`src/rtl/cpu_wb_arbiter_if.sv`:
```
// Writeback bus between the two producers (ALU, load return) and the register-file
// write port owner. The slave modport is the arbiter's view of the bus.
interface cpu_wb_arbiter_if #(
    parameter int DATA_W = 32,
    parameter int ADDR_W = 5
);
    logic              alu_valid;
    logic              alu_ready;
    logic [ADDR_W-1:0] alu_waddr;
    logic [DATA_W-1:0] alu_wdata;
    logic              ld_valid;
    logic              ld_ready;
    logic [ADDR_W-1:0] ld_waddr;
    logic [DATA_W-1:0] ld_wdata;
    logic              rf_we;
    logic [ADDR_W-1:0] rf_waddr;
    logic [DATA_W-1:0] rf_wdata;
    logic              wb_sel;

    modport master (
        output alu_valid, alu_waddr, alu_wdata,
        output ld_valid, ld_waddr, ld_wdata,
        input  alu_ready, ld_ready,
        input  rf_we, rf_waddr, rf_wdata, wb_sel
    );

    modport slave (
        input  alu_valid, alu_waddr, alu_wdata,
        input  ld_valid, ld_waddr, ld_wdata,
        output alu_ready, ld_ready,
        output rf_we, rf_waddr, rf_wdata, wb_sel
    );
endinterface

```
`src/rtl/cpu_wb_arbiter.sv`:
```
// Shares the single register-file write port between the ALU and load writeback paths.
// A same-cycle collision writes the load first and parks the ALU result for one cycle.
module cpu_wb_arbiter #(
    parameter int DATA_W = 32,
    parameter int ADDR_W = 5,
    parameter int CNT_W  = 16
) (
    input  logic             i_clk,
    input  logic             i_rst,
    cpu_wb_arbiter_if.slave  wb,
    input  logic             i_stall_cnt_clr,
    output logic             o_busy,
    output logic [CNT_W-1:0] o_stall_cnt
);
    typedef enum logic {ST_IDLE, ST_DRAIN} state_t;

    state_t            r_state,      w_state_next;
    logic [ADDR_W-1:0] r_buf_addr,   w_buf_addr_next;
    logic [DATA_W-1:0] r_buf_data,   w_buf_data_next;
    logic              r_rf_we,      w_rf_we_next;
    logic [ADDR_W-1:0] r_rf_waddr,   w_rf_waddr_next;
    logic [DATA_W-1:0] r_rf_wdata,   w_rf_wdata_next;
    logic              r_wb_sel,     w_wb_sel_next;
    logic [CNT_W-1:0]  r_stall_cnt,  w_stall_cnt_next;
    logic              w_collide;

    always_ff @(posedge i_clk) begin
        if (i_rst) begin
            r_state     <= ST_IDLE;
            r_buf_addr  <= '0;
            r_buf_data  <= '0;
            r_rf_we     <= 1'b0;
            r_rf_waddr  <= '0;
            r_rf_wdata  <= '0;
            r_wb_sel    <= 1'b0;
            r_stall_cnt <= '0;
        end else begin
            r_state     <= w_state_next;
            r_buf_addr  <= w_buf_addr_next;
            r_buf_data  <= w_buf_data_next;
            r_rf_we     <= w_rf_we_next;
            r_rf_waddr  <= w_rf_waddr_next;
            r_rf_wdata  <= w_rf_wdata_next;
            r_wb_sel    <= w_wb_sel_next;
            r_stall_cnt <= w_stall_cnt_next;
        end
    end

    // In ST_IDLE both producers are ready, so a valid is an accepted request.
    always_comb begin
        w_state_next    = r_state;
        w_buf_addr_next = r_buf_addr;
        w_buf_data_next = r_buf_data;
        w_rf_we_next    = 1'b0;
        w_rf_waddr_next = r_rf_waddr;
        w_rf_wdata_next = r_rf_wdata;
        w_wb_sel_next   = r_wb_sel;
        w_collide       = 1'b0;
        case (r_state)
            ST_DRAIN: begin
                w_rf_we_next    = |r_buf_addr;
                w_rf_waddr_next = r_buf_addr;
                w_rf_wdata_next = r_buf_data;
                w_wb_sel_next   = 1'b0;
                w_state_next    = ST_IDLE;
            end
            default: begin
                if (wb.ld_valid) begin
                    w_rf_we_next    = |wb.ld_waddr;
                    w_rf_waddr_next = wb.ld_waddr;
                    w_rf_wdata_next = wb.ld_wdata;
                    w_wb_sel_next   = 1'b1;
                    if (wb.alu_valid) begin
                        // ALU is the younger instruction: it commits after the load.
                        w_buf_addr_next = wb.alu_waddr;
                        w_buf_data_next = wb.alu_wdata;
                        w_state_next    = ST_DRAIN;
                        w_collide       = 1'b1;
                    end
                end else if (wb.alu_valid) begin
                    w_rf_we_next    = |wb.alu_waddr;
                    w_rf_waddr_next = wb.alu_waddr;
                    w_rf_wdata_next = wb.alu_wdata;
                    w_wb_sel_next   = 1'b0;
                end
            end
        endcase
    end

    // A clear coinciding with a collision still records that collision.
    always_comb begin
        w_stall_cnt_next = r_stall_cnt;
        if (i_stall_cnt_clr) begin
            w_stall_cnt_next = w_collide ? CNT_W'(1) : '0;
        end else if (w_collide && (r_stall_cnt != {CNT_W{1'b1}})) begin
            w_stall_cnt_next = r_stall_cnt + CNT_W'(1);
        end
    end

    assign wb.alu_ready = (r_state == ST_IDLE);
    assign wb.ld_ready  = (r_state == ST_IDLE);
    assign wb.rf_we     = r_rf_we;
    assign wb.rf_waddr  = r_rf_waddr;
    assign wb.rf_wdata  = r_rf_wdata;
    assign wb.wb_sel    = r_wb_sel;
    assign o_busy       = (r_state == ST_DRAIN);
    assign o_stall_cnt  = r_stall_cnt;
endmodule

```
`src/flat_wrapper.sv`:
```
// flat-port wrapper written by rule: the top's interface ports become plain ports
module cpu_wb_arbiter_flat 
#(
    parameter int DATA_W = 32,
    parameter int ADDR_W = 5,
    parameter int CNT_W  = 16
)
  (i_clk, i_rst, i_stall_cnt_clr, o_busy, o_stall_cnt, wb_alu_valid, wb_alu_waddr, wb_alu_wdata, wb_ld_valid, wb_ld_waddr, wb_ld_wdata, wb_alu_ready, wb_ld_ready, wb_rf_we, wb_rf_waddr, wb_rf_wdata, wb_wb_sel);
  cpu_wb_arbiter_if #(.DATA_W(DATA_W), .ADDR_W(ADDR_W)) wb_i ();
  input  logic i_clk;
  input  logic i_rst;
  input  logic i_stall_cnt_clr;
  output logic o_busy;
  output logic [CNT_W-1:0] o_stall_cnt;
  input wire logic [$bits(wb_i.alu_valid)-1:0] wb_alu_valid;
  input wire logic [$bits(wb_i.alu_waddr)-1:0] wb_alu_waddr;
  input wire logic [$bits(wb_i.alu_wdata)-1:0] wb_alu_wdata;
  input wire logic [$bits(wb_i.ld_valid)-1:0] wb_ld_valid;
  input wire logic [$bits(wb_i.ld_waddr)-1:0] wb_ld_waddr;
  input wire logic [$bits(wb_i.ld_wdata)-1:0] wb_ld_wdata;
  output wire logic [$bits(wb_i.alu_ready)-1:0] wb_alu_ready;
  output wire logic [$bits(wb_i.ld_ready)-1:0] wb_ld_ready;
  output wire logic [$bits(wb_i.rf_we)-1:0] wb_rf_we;
  output wire logic [$bits(wb_i.rf_waddr)-1:0] wb_rf_waddr;
  output wire logic [$bits(wb_i.rf_wdata)-1:0] wb_rf_wdata;
  output wire logic [$bits(wb_i.wb_sel)-1:0] wb_wb_sel;
  assign wb_i.alu_valid = wb_alu_valid;
  assign wb_i.alu_waddr = wb_alu_waddr;
  assign wb_i.alu_wdata = wb_alu_wdata;
  assign wb_i.ld_valid = wb_ld_valid;
  assign wb_i.ld_waddr = wb_ld_waddr;
  assign wb_i.ld_wdata = wb_ld_wdata;
  assign wb_alu_ready = wb_i.alu_ready;
  assign wb_ld_ready = wb_i.ld_ready;
  assign wb_rf_we = wb_i.rf_we;
  assign wb_rf_waddr = wb_i.rf_waddr;
  assign wb_rf_wdata = wb_i.rf_wdata;
  assign wb_wb_sel = wb_i.wb_sel;
  cpu_wb_arbiter #(.DATA_W(DATA_W), .ADDR_W(ADDR_W), .CNT_W(CNT_W)) u_core (.i_clk(i_clk), .i_rst(i_rst), .wb(wb_i), .i_stall_cnt_clr(i_stall_cnt_clr), .o_busy(o_busy), .o_stall_cnt(o_stall_cnt));
endmodule
```
`config.mk`:
```
export PLATFORM = sky130hd
export DESIGN_NAME = cpu_wb_arbiter_flat
export DESIGN_NICKNAME = d
export VERILOG_FILES = /design/src/rtl/cpu_wb_arbiter_if.sv /design/src/rtl/cpu_wb_arbiter.sv /design/src/flat_wrapper.sv
export SDC_FILE = /design/constraint.sdc
export NUM_CORES = 1
export LEC_CHECK = 0
export BUFFER_PORTS_ARGS = -buffer_cell sky130_fd_sc_hd__buf_2
export CAP_MARGIN = 30
export CORE_MARGIN = 10
export CORE_UTILIZATION = 40
export CTS_BUF_LIST = sky130_fd_sc_hd__clkbuf_16
export CTS_CLUSTER_SIZE = 8
export DETAILED_ROUTE_END_ITERATION = 16
export GPL_TIMING_DRIVEN = 0
export PLACE_DENSITY = 0.72
export SYNTH_ARGS = -nofsm -noshare
export SYNTH_HDL_FRONTEND = slang
export SYNTH_SLANG_ARGS = --single-unit
```
`constraint.sdc`:
```
create_clock -name i_clk -period 2.58 [get_ports i_clk]
set_input_delay 0.387 -clock i_clk [delete_from_list [all_inputs] [get_ports i_clk]]
set_output_delay 0.387 -clock i_clk [all_outputs]
set_load 0.005 [all_outputs]
```
Yosys cells after proc, flatten, opt, wreduce, memory -nomap -nowiden
Cells that the tools add are included.
- bits in registers: 93
- bits in latches: 0
- bits in writable memories: 0
- memory bits (read-only): 0
- input port bits: 79
- memories: 0
- $add $sub $neg: 1
- $mul: 0
- divide/modulo/power cells: 0
- order comparisons: 0
- eq/ne operators: 1
- shifts and indexed selects: 0
- muxes and demuxes: 17
- bitwise gates (word level): 1
- reduce and logical (&&, ||, !) cells: 9
- operators by type and width (kind ; count):
    $mux 32 ; 3
    $mux 16 ; 2
    $add 16x1->16 const B ; 1
    $ne 16x16->1 const B ; 1
    $mux 5 ; 3
    $reduce_or 5->1 ; 3
    $mux 1 ; 9
    $reduce_bool 2->1 ; 2
    $reduce_and 3->1 ; 1
    $reduce_bool 3->1 ; 1
    $reduce_or 2->1 ; 1
    $logic_and 1x1->1 ; 1
    $not 1->1 ; 1

Logic depth before layout (Yosys ltp)
Gate-level depths: netlist of the first run.
- depth after elaboration: 6
- mapped depth: 7
- depth with buffers taken out: 5

Worst setup path after synthesis of the first run
OpenSTA, ideal clock, no wires.
- kind: register to register
- from: register u_core.r_stall_cnt[0], in the netlist u_core.o_stall_cnt[0]
- to: register u_core.r_stall_cnt[0], in the netlist u_core.o_stall_cnt[0]
- setup time: 0.074 ns
- arrival time: 1.867 ns
- setup slack: 0.639 ns
- stages on the path, launching flop included: 7
- path buffers: 1
- clock period less this slack: 1.941 ns
- cell sequence: dfxtp_1 ha_1 nand4_1 nor4_1 buf_2 nand3b_1 a31oi_1
- longest elaborated chain between the ends: 3
- ends and longest elaborated chain (element ; line ; source):
    start: declaration ; cpu_wb_arbiter.sv:24 ; logic [CNT_W-1:0] r_stall_cnt, w_stall_cnt_next;
    start signal: assignment ; cpu_wb_arbiter.sv:45 ; r_stall_cnt <= w_stall_cnt_next;
    $add 16x1->16 / $ne 16x16->1 (equally long branches) ; cpu_wb_arbiter.sv:96, cpu_wb_arbiter.sv:95 ;
    $mux 16 / $logic_and 1x1->1 (equally long branches) ; cpu_wb_arbiter.sv:95 ; end else if (w_collide && (r_stall_cnt != {CNT_W{1'b1}})) begin
    $mux 16 / $reduce_bool 2->1 (equally long branches) ; n/a ;
Parallel ways exist; a longest one is shown, timed or not. The select of a mux whose other input is x is not followed.
A chain may end at the register's enable or synchronous reset.

Worst setup path after layout of the first run
Same ends and word-level chain as after synthesis.

==> results.cfg, run 1 <==
[outcome]
status = finished clean

[pwr]
ir_drop_mv = 0.431
power_frac_clock = 0.379
switching_share = 0.267
p_sw_mw = 0.853
finalPower_mw = 3.20
power.leakage_nw = 2.13
power_density_nw_per_um2 = 609
internal_power_mw = 2.34
pwr-share-seq = 0.485
p_comb_frac = 0.136

[yosys]
synth_cell_types = 35
synth_edf_count = 0
yosys-top-cells-count = nand2_1 (103), dfxtp_1 (93), a21oi_1 (73)
avgSynthCellArea_um2 = 8.21
synth-main-ff-cell = dfxtp_1
synth_top_area_cell = dfxtp_1
synth_area_leaders = dfxtp_1 (45%), nand2_1 (9.4%), a21oi_1 (8.8%)
synth_area_um2 = 4130
synthArstFlopShare = 0
synth-seq-cells = 93
ys_warn_count = 0
synth.yosys.seq_area_share = 0.451
syn_inst = 503
yosysMostFrequentCell = nand2_1
synth_fp_nets = 583
synth_top_area_frac = 0.451

[clocking]
htree_levels = 3
cts_tree = done
cts_hold_buffers = 0
clockBufferDepth = 2
insertion_delay_ns = 0.34
post_cts_buffers = 0
ctsResizeCount = 0
clockRootBuffer = clkbuf_16
clock-sinks = 93
clk_pin_slew_ns = 0.07
cts_made_buffers = 9

[min_path]
hold_start = wb_alu_wdata[26]
whs_path_depth = 3
min_path_type = input pin to flop

[place]
place_hpwl_mm = 10.6
numPortBuffers = 134
pre_cts_ws_ns = 0.205
gp_congestion = 0.890
dpl_cell_area_um2 = 4980
placedCellCount = 775

[critical_path]
reg2reg_from = u_core.o_stall_cnt[0]
rr_worst_depth = 7
cp.required_ns = 2.85
end_kind = flop
crit_fanout = 10
startpoint = u_core.o_stall_cnt[0]
critPathLaunchType = flop
setup.worst_path.class = flop to flop
arrival_ns = 2.54
worst-r2r-setup-slack_ns = 0.31

[floorplan]
start_util = 0.406
rows = 37
die_w_um = 122
ios = 137
die-area_um2 = 14800
die_y_um = 122
core_um2 = 10200

[routing]
antenna_left = 0
drc_errors = 0
vias_per_cell = 5.54
num_vias = 4377
drt_first_pass_iters = 6
avgRoutedWirePerCell_um = 18.2
drt_wl_total_mm = 14.4
dr.first_iter.drc_count = 468

[layout]
layout-drive-gt1-share = 0.265
fin_cells = 790
syn2layout_area_growth_pct = 27.1
fin_util = 0.515
post-route-cell-area_um2 = 5250
final_nets = 730
diodes = 0

[sta]
worstMarginPinSlew_ns = 0.752
max-slew-margin-rel = 0.495
fin_skew_ns = 0.00706
period_needed_ns = 2.27
postLayoutSetupSlackWorst_ns = 0.310
finalSetupViolations = 0
rsz0062_at_grt = false
tns_ns = 0
max_clock_freq_mhz = 441
final.period_utilization = 0.880
timing.final.hold_violations = 0
slew_violations = 0
whs_ns = 0.293

[global_route]
antenna_found_initial = 0
grt_pass1_vias = 4424
grt.total_usage = 0.188
grt_max_degree = 16
grt-ovfl-total = 0
grt_pass1_wl_mm = 22.5

[job]
drv_cap = 0
==> power by group through the flow <==
stage / clock network, mW / logic (mW) / registers, mW
floorplan: 0 / 0.231 / 1.58
global placement: 0 / 0.421 / 1.58
detailed placement: 0 / 0.432 / 1.58
CTS: 1.23 / 0.434 / 1.55
global route: 1.29 / 0.485 / 1.56
finish: 1.21 / 0.434 / 1.55
==> cells by family after synthesis <==
logic type      synth area share
simple gates               0.249
compound gates             0.205
fa+ha+maj                0.00303
flops                      0.451
mux                       0.0436
buf+inv                   0.0488
==> critical path, cell delays in order, from the launching register on <==
cell and delay (ns):
dfxtp_1 0.44, ha_1 0.26, nand4_1 0.19, nor4_1 0.57
buf_2 0.26, buf_2 0.23, nand3b_1 0.10, a31oi_1 0.15
==> area by class of cell <==
| cell class | count | area (um2) |
|---|---|---|
| fill | 1014 | 4930 |
| multi-input combinational | 361 | 2070 |
| sequential | 93 | 1860 |
| timing repair buffer | 136 | 683 |
| clock buffer | 9 | 225 |
| buffer | 45 | 186 |
| tap | 136 | 170 |
| clock inverter | 6 | 40.0 |
| inverter | 4 | 15.0 |
==> final timing paths <==
| kind | end |
|---|---|
| worst max-delay path | u_core.o_stall_cnt[0] |
| worst min-delay path | u_core.r_buf_data[26] |
| worst max register to register | u_core.o_stall_cnt[0] |
| worst min register to register | u_core.r_buf_data[0] |
==> sequential cells by signal (all words and copies together) (netlist names) <==
register            count
u_core.r_buf_data      32
u_core.wb.rf_wdata     32
u_core.o_stall_cnt     16
u_core.r_buf_addr       5
u_core.wb.rf_waddr      5
u_core.o_busy           1
u_core.wb.rf_we         1
u_core.wb.wb_sel        1
==> routing by layer <==
| layer | part of all wire | global-route usage | vias to the layer above |
|---|---|---|---|
| li1 | - | - | 2122 |
| met1 | 0.43 | 0.235 | 2052 |
| met2 | 0.47 | 0.302 | 193 |
| met3 | 0.096 | 0.0648 | 10 |
| met4 | 0.0095 | 0.0522 | 0 |
| met5 | 0 | 0 | - |
==> cell usage in the layout (no fill, tap or decap), types with 8 or more instances in the layout <==
master,synthesis,routed
nand2_1,103,103
buf_2,2,137
nand3b_1,24,24
mux2_2,16,16
or3_1,8,8
or4_1,8,8
a21oi_1,73,73
clkbuf_1,40,40
clkbuf_16,0,9
nor2_1,43,43
dfxtp_1,93,93
a221oi_1,21,21
a222oi_1,16,16
Note: power is estimated with default switching activity, not from simulation.
==> run 2, diff against run 1 <==
--- a/config.mk
+++ b/config.mk
@@ -5,6 +5,7 @@
 export SDC_FILE = /design/constraint.sdc
 export NUM_CORES = 1
 export LEC_CHECK = 0
+export ABC_AREA = 1
 export BUFFER_PORTS_ARGS = -buffer_cell sky130_fd_sc_hd__buf_2
 export CAP_MARGIN = 30
 export CORE_MARGIN = 10
@@ -13,7 +14,7 @@
 export CTS_CLUSTER_SIZE = 8
 export DETAILED_ROUTE_END_ITERATION = 16
 export GPL_TIMING_DRIVEN = 0
-export PLACE_DENSITY = 0.72
+export PLACE_DENSITY = 0.71
 export SYNTH_ARGS = -nofsm -noshare
 export SYNTH_HDL_FRONTEND = slang
 export SYNTH_SLANG_ARGS = --single-unit
==> results.cfg, run 2 <==
[yosys]
synth_top_area_frac = 0.424
synth_fp_nets = 697
synth-main-ff-cell = dfxtp_1
yosysMostFrequentCell = nand2_1
synth.yosys.seq_area_share = 0.424
yosys-top-cells-count = nand2_1 (141), dfxtp_1 (93), nor2_1 (87)
synth_cell_types = 31
synth_area_um2 = 4390
ys_warn_count = 0
syn_inst = 617
avgSynthCellArea_um2 = 7.12
synth_top_area_cell = dfxtp_1
synth-seq-cells = 93
synthArstFlopShare = 0
synth_edf_count = 0
synth_area_leaders = dfxtp_1 (42%), nand2_1 (12%), nor2_1 (7.4%)

[routing]
dr.first_iter.drc_count = 369
antenna_left = 0
drt_wl_total_mm = 14.7
drt_first_pass_iters = 5
avgRoutedWirePerCell_um = 16.2
num_vias = 4680
drc_errors = 0
vias_per_cell = 5.16

[clocking]
insertion_delay_ns = 0.35
post_cts_buffers = 0
ctsResizeCount = 0
cts_tree = done
cts_hold_buffers = 0
htree_levels = 3
clockRootBuffer = clkbuf_16
clockBufferDepth = 2
clock-sinks = 93
clk_pin_slew_ns = 0.08
cts_made_buffers = 9

[sta]
worstMarginPinSlew_ns = 0.620
max_clock_freq_mhz = 494
slew_violations = 0
period_needed_ns = 2.03
finalSetupViolations = 0
timing.final.hold_violations = 0
rsz0062_at_grt = false
max-slew-margin-rel = 0.587
final.period_utilization = 0.785
fin_skew_ns = 0.0102
tns_ns = 0
postLayoutSetupSlackWorst_ns = 0.554

[floorplan]
core_um2 = 10800
rows = 38
die_w_um = 125
die_y_um = 125
start_util = 0.407
die-area_um2 = 15600
ios = 137

[pwr]
power_density_nw_per_um2 = 623
power.leakage_nw = 2.56
internal_power_mw = 2.50
switching_share = 0.279
p_comb_frac = 0.136
pwr-share-seq = 0.456
ir_drop_mv = 0.475
power_frac_clock = 0.408
p_sw_mw = 0.964

[layout]
diodes = 0
mostFrequentLayoutCells = buf_2 (148), nand2_1 (141), dfxtp_1 (93)
fin_cells = 907
fin_util = 0.515
syn2layout_area_growth_pct = 26.5
layout-drive-gt1-share = 0.248
final_nets = 842
final_common_cell = buf_2

[place]
pre_cts_ws_ns = 0.574
numPortBuffers = 134
gp_congestion = 0.882
place_hpwl_mm = 11.2
placedCellCount = 891

[global_route]
grt_util_met3 = 0.0698
grt.total_usage = 0.184
use_met1 = 0.230
antenna_found_initial = 1
grt_pass1_wl_mm = 23.8
grt_pass1_vias = 4732
grt_busiest_layer = met2
grt-ovfl-total = 0
grtUsageMet2 = 0.289
grt_max_degree = 19

[critical_path]
rr_worst_depth = 8
arrival_ns = 1.64
end_kind = output port
crit_fanout = 11
critPathLaunchType = flop
setup.worst_path.class = flop to output port
cp.required_ns = 2.19

[min_path]
min_path_type = input pin to flop
whs_path_depth = 3

[outcome]
status = finished clean

[job]
drv_cap = 0
-- run 2: path summary, 6_finish.rpt --
check	start	endpoint	slack, ns
worst max register to register	u_core.o_stall_cnt[1]	u_core.o_stall_cnt[11]	0.80
worst min register to register	u_core.r_buf_addr[3]	u_core.r_buf_addr[3]	0.47
worst max-delay path	u_core.o_busy	wb_ld_ready	0.55
worst min-delay path	wb_alu_wdata[17]	u_core.r_buf_data[17]	0.27
-- run 2: layout make-up --
cell class / count / area (um2)
clock buffer: 9 / 225
inverter: 51 / 191
clock inverter: 7 / 93.8
timing repair buffer: 134 / 671
fill: 1076 / 5240
sequential: 93 / 1860
buffer: 38 / 175
multi-input combinational: 435 / 2160
tap: 140 / 175
-- run 2: per-layer routing --
metal / vias up / routed length, um
li1: 2320 / -
met1: 2158 / 6640
met2: 180 / 6520
met3: 20 / 1320
met4: 2 / 215
met5: - / 13
-- run 2: power groups by stage --
stage	combinational, mW	sequential [mW]	clock (mW)
global placement	0.459	1.61	0
CTS	0.472	1.58	1.43
floorplan	0.255	1.61	0
detailed placement	0.469	1.61	0
finish	0.470	1.58	1.41
global route	0.528	1.59	1.49
-- run 2: cells by family (layout without fill, tap and decap cells) --
group / count (synthesis) / after routing / synth area share
AO/OA/AOI/OAI: 137 / 137 / 0.186
XOR/XNOR: 5 / 5 / 0.00997
adder cells (fa/ha/maj): 1 / 1 / 0.00285
buffers and inverters: 89 / 239 / 0.0835
flip-flops: 93 / 93 / 0.424
multiplexers: 11 / 11 / 0.0251
AND/OR/NAND/NOR: 281 / 281 / 0.269
-- run 2: through the flow --
| step | power, mW | area [um2] | hold slack [ns] |
|---|---|---|---|
| 3_5_place_dp | 2.08 | 5240 | 0.463 |
| 4_1_cts | 3.48 | 5560 | 0.259 |
| 6_report | 3.46 | 5560 | 0.267 |
| 3_3_place_gp | 2.07 | 5240 | 0.459 |
| 5_1_grt | 3.61 | 5560 | 0.267 |
| 2_1_floorplan | 1.86 | 4390 | 0.436 |
-- run 2: worst max-delay path, stage by stage, from the launching register on --
cell,delay [ns]
dfxtp_1,0.32
buf_2,0.18
inv_1,0.12
clkbuf_1,0.38
buf_4,0.18
buf_2,0.10
